$ cat config.mk
export PLATFORM = sky130hd
export DESIGN_NAME = alu_serial_ctrl
export DESIGN_NICKNAME = d
export VERILOG_FILES = /design/src/rtl/alu_serial_ctrl.sv
export SDC_FILE = /design/constraint.sdc
export NUM_CORES = 1
export LEC_CHECK = 0
export BUFFER_PORTS_ARGS = -buffer_cell sky130_fd_sc_hd__clkbuf_2
export CAP_MARGIN = 15
export CORE_ASPECT_RATIO = 1.1
export CORE_MARGIN = 2
export CORE_UTILIZATION = 60
export CTS_CLUSTER_DIAMETER = 50
export DETAILED_ROUTE_END_ITERATION = 7
export GPL_ROUTABILITY_DRIVEN = 1
export PLACE_DENSITY = 0.88
export SYNTH_ARGS = -nofsm -noshare
export SYNTH_HDL_FRONTEND = slang
export SYNTH_SLANG_ARGS = --single-unit
$ cat constraint.sdc
create_clock -name clk -period 4.5 [get_ports clk]
set_input_delay 0.225 -clock clk [delete_from_list [all_inputs] [get_ports clk]]
set_output_delay 0.225 -clock clk [all_outputs]
set_load 0.01 [all_outputs]
$ cat src/rtl/alu_serial_ctrl.sv
// alu_serial_ctrl
//   Bit-serial ALU sequencer. It captures a, b and op on an accepted start,
//   then walks a 1-bit ALU slice over one bit position per clock, LSB first.
//   It assembles the full-width result and flags, then pulses done for one cycle.
//
// Ports
//   clk        rising-edge clock
//   rst_n      synchronous active-low reset
//   start      request, sampled only in IDLE
//   op[2:0]    000 AND, 001 OR, 010 ADD, 110 SUB, 111 SLT (others: sum path)
//   a, b       operands, captured on accepted start
//   busy       high while the bit loop runs
//   done       one-cycle completion pulse
//   result     final result, held until the next accepted start
//   zero       result == 0, valid with done and held
//   carry_out  MSB carry for ADD/SUB, else 0
//   overflow   signed overflow for ADD/SUB, else 0
//
// Handshake: start is a single-cycle request taken only while idle. There is
// no back-pressure. A start seen while busy or in the done cycle is dropped.
// done marks the only cycle in which a new result first appears.
module alu_serial_ctrl #(
    parameter int WIDTH = 32
) (
    input  logic             clk,
    input  logic             rst_n,
    input  logic             start,
    input  logic [2:0]       op,
    input  logic [WIDTH-1:0] a,
    input  logic [WIDTH-1:0] b,
    output logic             busy,
    output logic             done,
    output logic [WIDTH-1:0] result,
    output logic             zero,
    output logic             carry_out,
    output logic             overflow
);

    localparam int IW = (WIDTH > 1) ? $clog2(WIDTH) : 1;
    localparam logic [IW-1:0] LAST = IW'(WIDTH - 1);

    typedef enum logic [1:0] {
        S_IDLE = 2'd0,
        S_RUN  = 2'd1,
        S_DONE = 2'd2
    } state_t;

    state_t           state;
    logic [WIDTH-1:0] a_sr;
    logic [WIDTH-1:0] b_sr;
    logic [WIDTH-1:0] res_sr;
    logic             carry;
    logic [IW-1:0]    idx;
    logic [2:0]       op_q;

    // Slice drive. SLT runs the subtract path so the MSB yields the
    // difference sign and the raw overflow.
    logic       slice_a, slice_b, binvert, carry_in, less;
    logic [2:0] operation;
    // Slice internals and the slice's outputs.
    logic       b_eff, sum_bit, slice_cout, slice_result, slice_set, slice_ovf;

    always_comb begin
        slice_a   = a_sr[0];
        slice_b   = b_sr[0];
        binvert   = op_q[2];
        carry_in  = carry;
        operation = (op_q == 3'b111) ? 3'b110 : op_q;
        less      = 1'b0;

        b_eff      = slice_b ^ binvert;
        sum_bit    = slice_a ^ b_eff ^ carry_in;
        slice_cout = (slice_a & b_eff) | (slice_a & carry_in) | (b_eff & carry_in);
        case (operation)
            3'b000:  slice_result = slice_a & b_eff;
            3'b001:  slice_result = slice_a | b_eff;
            3'b111:  slice_result = less;
            default: slice_result = sum_bit;
        endcase
        slice_set = sum_bit;
        slice_ovf = carry_in ^ slice_cout;
    end

    // The value the result register takes on the MSB edge.
    logic [WIDTH-1:0] final_res;
    logic             is_arith;

    always_comb begin
        final_res = '0;
        is_arith  = (op_q == 3'b010) || (op_q == 3'b110);
        if (op_q == 3'b111) begin
            // Signed less-than. Set XOR overflow corrects the sign when the
            // difference overflows.
            final_res[0] = slice_set ^ slice_ovf;
        end else begin
            final_res = {slice_result, res_sr[WIDTH-1:1]};
        end
    end

    always_ff @(posedge clk) begin
        if (!rst_n) begin
            state     <= S_IDLE;
            a_sr      <= '0;
            b_sr      <= '0;
            res_sr    <= '0;
            carry     <= 1'b0;
            idx       <= '0;
            op_q      <= '0;
            busy      <= 1'b0;
            done      <= 1'b0;
            result    <= '0;
            zero      <= 1'b0;
            carry_out <= 1'b0;
            overflow  <= 1'b0;
        end else begin
            case (state)
                S_IDLE: begin
                    done <= 1'b0;
                    if (start) begin
                        a_sr   <= a;
                        b_sr   <= b;
                        op_q   <= op;
                        res_sr <= '0;
                        result <= '0;
                        carry  <= op[2];
                        idx    <= '0;
                        busy   <= 1'b1;
                        state  <= S_RUN;
                    end
                end
                S_RUN: begin
                    res_sr <= {slice_result, res_sr[WIDTH-1:1]};
                    a_sr   <= a_sr >> 1;
                    b_sr   <= b_sr >> 1;
                    carry  <= slice_cout;
                    idx    <= idx + 1'b1;
                    if (idx == LAST) begin
                        result    <= final_res;
                        zero      <= (final_res == '0);
                        carry_out <= is_arith & slice_cout;
                        overflow  <= is_arith & slice_ovf;
                        busy      <= 1'b0;
                        done      <= 1'b1;
                        state     <= S_DONE;
                    end
                end
                S_DONE: begin
                    done  <= 1'b0;
                    state <= S_IDLE;
                end
                default: begin
                    busy  <= 1'b0;
                    done  <= 1'b0;
                    state <= S_IDLE;
                end
            endcase
        end
    end

endmodule

==> results.md, run 1 <==
* Crit start category: register
* Worst setup EP type: register
* Post-Route WL at 15300 um
* Layout Utilization at 0.752
* Post-synth EDFFs at 0
* Largest net degree at the start of global routing at 63
* Hold crit path type: input pin to register
* Post-synth net total at 778
* Critical Path AT at 3.05 ns
* Leakage at 3.21 nW
* Share of layout cells above drive strength 1 at 0.202
* DRC viols at 0
* Clk root buf: clkbuf_8
* Via count at 5703
* RSZ-0062 raised after global routing: false
* Post-synthesis register bit count at 143
* Number of CTS-inserted buffers at 17
* Clock skew at 0.00681 ns
* Initial Util at 0.613
* Final-report max-slew violation count at 0
* Power Density at 426 nW/um^2
* Total gr overflow at 0
* Setup bufs post-CTS at 0
* Final critical-path share of the clock period at 0.587
* Bufs on Longest Clock Path at 2
* Crit-path max FO at 62
* Status: finished clean
* Vias in the first global route at 5241
* Port Buffers at 106
* Quantity of gates resized following cts at 0
* Initial DRT Pass Iterations at 8
* Pre-CTS WS at 1.82 ns
* Final estimated routing congestion in global placement at 0.848
* Distinct cells, synth at 48
* Least-Margin Pin Slew at 0.963 ns
* Total GRT Usage at 0.281
* Dominant synthesized flop cell: dfxtp_1
* Die Footprint at 10800 sq um
* First-pass GRT wire length at 24600 um
* Final setup viols at 0
* Detailed Route Iter0 Violations at 437
* Die width at 99.4 um
* Setup WS post-layout at 1.86 ns
* YS warnings at 0
* Post-synth ARST share at 0
* Routed wire per std cell at 16.4 um
* Fillers at 662
* F_max at 379 MHz
* DP HPWL at 8820 um
* Initial antenna violation count at 0
* H-Tree Level Count at 4
* Vias/cell at 6.10
* CTS tree: built
* Final setup TNS at 0 ns
* Peak VDD IR at 0.264 mV
* Crit path time final at 2.64 ns
* Worst rel slew slack at 0.358
* Syn avg cell area at 8.56 sq um
* Worst-path clk slew at 0.07 ns
* Seq/Total Area, Yosys at 0.477
* Core area at 9790 sq um
* Clock Latency Late Sink at 0.52 ns
* Post-route cell area at 7370 sq um
* Antenna-violating nets left at 0
* Req. time, crit path at 4.91 ns
* Height of the die at 109 um
* Hold slack at 0.0779 ns
* Num rows at 38
* Placed Area at 6470 sq um
* Area delta synth->final at 22.6%
* Nets@finish at 878
* Final number of hold-violating endpoints at 0
* Post-Syn Instances at 702
* Clk sinks at 143
* Number of top-level pins at 107
* WS Path Type: register to register
* Ant diodes at 0
* Max-cap viol count at 0
* Hold-fix buffers at CTS at 26
* Cell Area, Synth at 6010 sq um
## through the flow
stage               cells  total power [W]
floorplan             702          0.00161
global placement      875          0.00167
detailed placement    875          0.00169
CTS                   933          0.00312
global route          935          0.00325
finish                935          0.00313
## sequential cells by signal, summed over array words and instances, names as in the netlist
| signal | flops |
|---|---|
| a_sr | 32 |
| b_sr | 32 |
| result | 32 |
| res_sr | 31 |
| idx | 5 |
| op_q | 3 |
| state | 2 |
| busy | 1 |
| carry | 1 |
| carry_out | 1 |
| done | 1 |
| overflow | 1 |
| zero | 1 |
## logic make-up (layout without fill, tap and decap cells)
logic type / count (synthesis) / in the layout / synth area share
AOI/OAI and AO/OA: 191 / 191 / 0.245
xor gates and xnor gates: 2 / 2 / 0.00292
adders and majority gates: 6 / 6 / 0.0150
buffers and inverters: 66 / 179 / 0.0514
DFF: 143 / 143 / 0.477
muxes: 6 / 6 / 0.0112
and+or+nand+nor: 288 / 288 / 0.197
## routing by layer
metal,track usage,share of wire,up-vias
li1,-,-,2705
met1,0.345,0.41,2671
met2,0.474,0.50,286
met3,0.0705,0.069,41
met4,0.112,0.025,0
met5,0,0,-
## final timing paths
| kind | cells past startpoint | to | slack [ns] | from |
|---|---|---|---|---|
| worst max-delay path | 5 | a_sr[11] | 1.86 | state[1] |
| worst min-delay path | 5 | b_sr[28] | 0.08 | b[28] |
| worst max register to register | 5 | a_sr[11] | 1.86 | state[1] |
| worst min register to register | 1 | result[4] | 0.48 | result[4] |
## worst max-delay path, stage by stage, from the launching register on
cell and delay, ns:
dfxtp_2 0.96, clkinv_1 0.27, nand2_2 0.17, buf_4 0.53, nand2_1 0.19, a311oi_1 0.39
## where the power goes
group          leakage [nW]  switching [W]  internal (W)
sequential             1.17      0.0000538       0.00133
combinational          1.75       0.000184      0.000133
clock                 0.296       0.000614      0.000821
## cell usage in the layout (no fill, tap or decap), types with 2 or more instances in the layout
| cell | count |
|---|---|
| nor2_1 | 205 |
| dfxtp_1 | 141 |
| clkbuf_2 | 106 |
| a22o_1 | 55 |
| nand2_1 | 52 |
| a21oi_1 | 46 |
| o221ai_1 | 38 |
| dlygate4sd3_1 | 26 |
| a311oi_1 | 23 |
| clkbuf_16 | 16 |
| a22oi_1 | 10 |
| buf_4 | 8 |
| nor4_1 | 7 |
| nor2b_1 | 6 |
| inv_8 | 5 |
| inv_1 | 4 |
| o21ai_0 | 4 |
| ha_1 | 4 |
| inv_6 | 4 |
| nor2_2 | 3 |
| a211oi_1 | 3 |
| mux2i_1 | 3 |
| xor2_1 | 2 |
| a21o_1 | 2 |
| mux2_2 | 2 |
| nand4_1 | 2 |
| a2bb2oi_1 | 2 |
| fa_1 | 2 |
| clkinv_4 | 2 |
| bufinv_16 | 2 |
| buf_8 | 2 |
| dfxtp_2 | 2 |
## cells in the mapped netlist (2+ instances only)
cell       instances  area share
fa_1               2      0.0067
clkbuf_1          28       0.017
nor2b_1            6      0.0062
nor4_1             7      0.0073
buf_2             13       0.011
o221ai_1          38       0.055
a311oi_1          23       0.034
xor2_1             2      0.0029
a21o_1             2      0.0025
ha_1               4      0.0083
buf_4              2      0.0025
nor2_1           208        0.13
mux2_2             2      0.0037
a22oi_1           10       0.012
a22o_1            55       0.080
nand4_1            2      0.0021
a21oi_1           46       0.038
a211oi_1           3      0.0037
dfxtp_1          143        0.48
a2bb2oi_1          2      0.0029
o21ai_0            4      0.0033
nand2_1           53       0.033
inv_1              4      0.0025
buf_6              5      0.0094
buf_1             13      0.0081
mux2i_1            3      0.0050
## cell type report
class,count,area (sq um),area share
well taps,120,150,0.0204
clock inverters,15,193,0.0262
flip-flops and latches,143,2870,0.389
inverters,5,18.8,0.00255
clock buffers,17,414,0.0562
multi-input cells,493,2850,0.386
repair buffers,142,881,0.120
(Power assumes the default switching activity.)
==> run 2, diff against run 1 <==
- CORE_UTILIZATION: 60 -> 50
- PLACE_DENSITY: 0.88 -> 0.78
- clock period: 4.5 -> 2.4 ns (I/O delays scaled with it)
==> run 2 against run 1 <==
Compared with the run above:
- sequential power is 88% higher
- highest routed layer unchanged
- worst hold slack worse by 0.046 ns
- final area is 1.5% higher
- register-to-register slack worse by 1.6 ns
- first-iteration DRC count shrank 24%
- maximum frequency up 21%
- non-clock buffer count increased by 6
- global-route usage is 3.7 points lower
- power increased by 92%
- clock power up 97%
==> results.md, run 2 (same netlist as run 1, synthesis figures left out) <==
* WS Path Type: register to register
* Critical Path AT at 2.53 ns
* Ant diodes at 0
* WHS Path Cells at 3
* Final estimated routing congestion in global placement at 0.805
* H-Tree Level Count at 4
* Final setup TNS at 0 ns
* Largest delay share family, worst path: simple AND/OR/NAND/NOR gates
* Bufs on Longest Clock Path at 2
* Peak VDD IR at 0.523 mV
* Largest registers: a_sr (32), b_sr (32), result (32)
* Setup bufs post-CTS at 0
* Vias in the first global route at 5294
* Final-report max-slew violation count at 0
* Crit start category: register
* Largest net degree at the start of global routing at 55
* Clk sinks at 143
* Least-Margin Pin Slew at 0.497 ns
* Status: finished clean
* Final number of hold-violating endpoints at 0
* Antenna-violating nets left at 0
* Number of top-level pins at 107
* Req. time, crit path at 2.75 ns
* F_max at 459 MHz
* Core area at 11900 sq um
* Pwr Total at 0.00601 W
* Initial Util at 0.506
* Hold crit path type: input pin to register
* DP HPWL at 9530 um
* Total GRT Usage at 0.244
* Slowest cell delay on critical path at 0.65 ns
* Post-Route WL at 15200 um
* Crit path max-delay cell type: or4b_2
* Num rows at 42
* Worst-path clk slew at 0.06 ns
* RSZ-0062 raised after global routing: false
* DRC viols at 0
* Port Buffers at 106
* Initial DRT Pass Iterations at 5
* Die Footprint at 12900 sq um
* Leakage at 3.25 nW
* Most frequent cells in the layout: nor2_1 (205), dfxtp_1 (141), clkbuf_2 (106), a22o_1 (55), nand2_1 (52)
* Vias/cell at 5.74
* Crit path time final at 2.18 ns
* Die width at 109 um
* Initial antenna violation count at 0
* Via count at 5596
* Nets@finish at 884
* Number of CTS-inserted buffers at 17
* Area delta synth->final at 24.5%
* Worst path bufs/invs at 1
* First-pass GRT wire length at 25400 um
* Clk root buf: clkbuf_16
* Max-cap viol count at 0
* Crit-path max FO at 6
* Clock skew at 0.00813 ns
* Power Density at 803 nW/um^2
* Routed wire per std cell at 15.5 um
* Total gr overflow at 0
* Final critical-path share of the clock period at 0.907
* R2R cell count at 5
* Crit-path cells: xor2_1 > inv_1 > fa_1 > or4b_2 > a21oi_1
* Detailed Route Iter0 Violations at 331
* Clock Latency Late Sink at 0.41 ns
* Final setup viols at 0
* Placed Instances at 917
* CTS tree: built
* Most common cell after layout, fill and taps aside: nor2_1
* Levels on crit path at 5
* Worst rel slew slack at 0.669
* Height of the die at 119 um
* Worst setup EP type: register
* Share of layout cells above drive strength 1 at 0.211
* Final non-filler cell total at 975
[run 2: cell types whose count changed in the layout (fill, tap and decap cells not counted), sizes merged]
cell      previous run  this run
bufinv               2         4
inv                 13         8
buf                 10        16
clkinvlp             1         3
clkbuf             123       124
[run 2: stage by stage]
| stage | utilization | instance area (sq um) | hold slack (ns) | setup slack (ns) |
|---|---|---|---|---|
| 6_report | 0.630 | 7480 | 0.0315 | 0.223 |
| 2_1_floorplan | - | 6010 | 0.267 | 0.414 |
| 3_3_place_gp | 0.554 | 6580 | 0.363 | 0.243 |
| 3_5_place_dp | 0.554 | 6580 | 0.375 | 0.121 |
| 5_1_grt | 0.630 | 7480 | 0.0421 | 0.0704 |
| 4_1_cts | 0.630 | 7480 | 0.0220 | 0.0983 |
[run 2: area by class of cell]
cell class	instances	area (sq um)
clock buffer	18	439
clock inverter	14	204
fill	994	4400
inverter	5	18.8
multi-input combinational	493	2850
sequential	143	2870
tap	154	193
timing repair buffer	148	911
[run 2: path summary, 6_finish.rpt]
| kind | slack, ns | endpoint | start |
|---|---|---|---|
| hold / removal | 0.03 | carry | rst_n |
| setup reg to reg | 0.22 | carry_out | op_q[2] |
| hold reg to reg | 0.46 | carry_out | carry_out |
| setup / recovery | 0.22 | carry_out | op_q[2] |
[run 2: tightest hold or removal path, stage by stage]
cell,delay [ns]
clkbuf_2,0.13
o21ai_0,0.09
a211oi_1,0.05
[run 2: repair_timing]
item                       in CTS  in global routing
hold buffers                   26                  0
hold endpoints to repair       26                  0
gates resized for setup         0                  1
setup endpoints to repair       0                 18
[run 2: power breakdown]
part / total (W) / switching, W / leakage, nW / internal (W)
Combinational: 0.000587 / 0.000336 / 1.77 / 0.000251
Sequential: 0.00259 / 0.0000960 / 1.17 / 0.00249
Clock: 0.00283 / 0.00105 / 0.304 / 0.00178
[run 2: metal layers]
layer / global-route usage / wire [um] / vias to the layer above
met1: 0.305 / 6470 / 2660
li1: - / - / 2719
met4: 0.0841 / 320 / 0
met5: 0 / 0 / -
met3: 0.0575 / 818 / 29
met2: 0.407 / 7540 / 188
==> run 3, diff against run 2 <==
- CORE_UTILIZATION: 50 -> 40
- PLACE_DENSITY: 0.78 -> 0.66
==> run 3 against run 2 <==
Compared with the run above:
- maximum frequency is 0.65% higher
- final cell count is 3.8% higher
- final area hardly changed
- clock skew is 0.00083 ns lower
- combinational power is 0.9% higher
- via count is 2.3% lower
- critical path type unchanged
- sequential share of layout area hardly changed
- register-to-register slack hardly changed
- routed wire length is 3.3% lower
- count of clock-buffer cells in the layout stayed put
- largest cell class unchanged
- power is 4.3% lower
==> results.md, run 3 (same netlist as run 1, synthesis figures left out) <==
* Critical Path AT at 2.51 ns
* Area of the multi-input gates at 2850 sq um
* H-Tree Level Count at 4
* Worst rel slew slack at 0.636
* Number of top-level pins at 107
* Hold Startpoint: start
* Via count at 5466
* Initial DRT Pass Iterations at 5
* F_max at 462 MHz
* DRC viols at 0
* Clk sinks at 143
* Internal power at 0.00430 W
* Worst path bufs/invs at 1
* Clk pwr share at 0.448
* Leakage at 3.23 nW
* Die Footprint at 16000 sq um
* Req. time, crit path at 2.75 ns
* Status: finished clean
* Total GRT Usage at 0.188
* Net Sw Frac at 0.251
* Die width at 121 um
* Largest delay share family, worst path: simple AND/OR/NAND/NOR gates
* Final critical-path share of the clock period at 0.901
* Vias in the first global route at 5220
* Routed wire per std cell at 14.5 um
* Initial antenna violation count at 0
* Final non-filler cell total at 1012
* Detailed Route Iter0 Violations at 442
* RSZ-0062 raised after global routing: false
* Crit-path max FO at 6
* Ant diodes at 0
* First-pass GRT wire length at 24800 um
* Core area at 14600 sq um
* Max-cap viol count at 0
* Number of CTS-inserted buffers at 17
* Placed Instances at 955
* WS Path Type: register to register
* Area delta synth->final at 24.4%
* Initial Util at 0.413
* Vias/cell at 5.40
* Crit start category: register
* Setup bufs post-CTS at 0
* Crit-path cells: xor2_1 > inv_1 > fa_1 > or4b_2 > a21oi_1
* Final setup viols at 0
* Nets@finish at 884
* Most common cell after layout, fill and taps aside: nor2_1
* Largest registers: a_sr (32), b_sr (32), result (32)
* Most frequent cells in the layout: nor2_1 (205), dfxtp_1 (141), clkbuf_2 (106), a22o_1 (55), nand2_1 (52)
* Clock Latency Late Sink at 0.42 ns
* Post-Route WL at 14600 um
* Final-report max-slew violation count at 0
* Share of layout cells above drive strength 1 at 0.210
* Worst-path clk slew at 0.06 ns
* Bufs on Longest Clock Path at 2
* DP HPWL at 9450 um
* Worst setup EP type: register
* Fillers at 1358
* Height of the die at 133 um
* Comb pwr share at 0.103
* Hold slack at 0.0496 ns
* Flop pwr share at 0.449
* Final number of hold-violating endpoints at 0
* Final estimated routing congestion in global placement at 0.787
* Slowest cell delay on critical path at 0.64 ns
* Largest net degree at the start of global routing at 53
* Num rows at 46
* Final setup TNS at 0 ns
* Least-Margin Pin Slew at 0.546 ns
* Crit path time final at 2.16 ns
* FF-to-FF Start: op_q[2]
* Port Buffers at 106
* Register area at 2870 sq um
* Antenna-violating nets left at 0
* Hold crit path type: input pin to register
* Crit path max-delay cell type: or4b_2
* Clock skew at 0.00729 ns
* CP Launch Point: op_q[2]
* Layout Utilization at 0.513
* Sw power at 0.00144 W
* Peak VDD IR at 0.452 mV
* Pre-CTS WS at 0.161 ns
* Power Density at 769 nW/um^2
* CTS tree: built
* Setup WS post-layout at 0.237 ns
* Clk root buf: clkbuf_16
* Total gr overflow at 0
-- run 3: through the flow --
step	instance area, sq um	total power, W
6_report	7470	0.00575
5_1_grt	7470	0.00600
4_1_cts	7470	0.00580
3_5_place_dp	6640	0.00319
3_3_place_gp	6640	0.00316
2_1_floorplan	6010	0.00302
-- run 3: worst reg2reg max path, stage by stage (launching register included) --
cell     delay [ns]
dfxtp_1        0.46
xor2_1         0.29
inv_1          0.12
fa_1           0.43
or4b_2         0.64
a21oi_1        0.15
-- run 3: area by class of cell --
cell class                 count  area share
clock buffer                  18      0.0588
clock inverter                13      0.0184
inverter                       5     0.00251
multi-input combinational    493       0.381
sequential                   143       0.383
tap                          192      0.0321
timing repair buffer         148       0.124
-- run 3: final timing paths --
| check | endpoint | slack (ns) | depth (start not counted) |
|---|---|---|---|
| max | carry_out | 0.24 | 5 |
| min | state[0] | 0.05 | 3 |
| max reg2reg | carry_out | 0.24 | 5 |
| min reg2reg | result[10] | 0.47 | 1 |
-- run 3: power by group through the flow --
stage | clock network [W] | registers, W | logic [W]
5_1_grt | 0.00273 | 0.00260 | 0.000676
3_5_place_dp | 0 | 0.00263 | 0.000555
4_1_cts | 0.00263 | 0.00258 | 0.000592
2_1_floorplan | 0 | 0.00261 | 0.000418
6_report | 0.00257 | 0.00258 | 0.000592
3_3_place_gp | 0 | 0.00262 | 0.000536
-- run 3: per-layer routing --
metal,vias to the layer above,global-route usage,wire (um)
met5,-,0,0
met4,0,0.0652,235
met3,21,0.0522,778
met2,140,0.307,6900
met1,2584,0.238,6740
li1,2721,-,-
-- run 3: repair_timing --
action,4_1_cts,5_1_grt
setup endpoints to repair,0,14
endpoints found under the hold margin,26,0
gates resized for setup,0,1
hold buffers,26,0
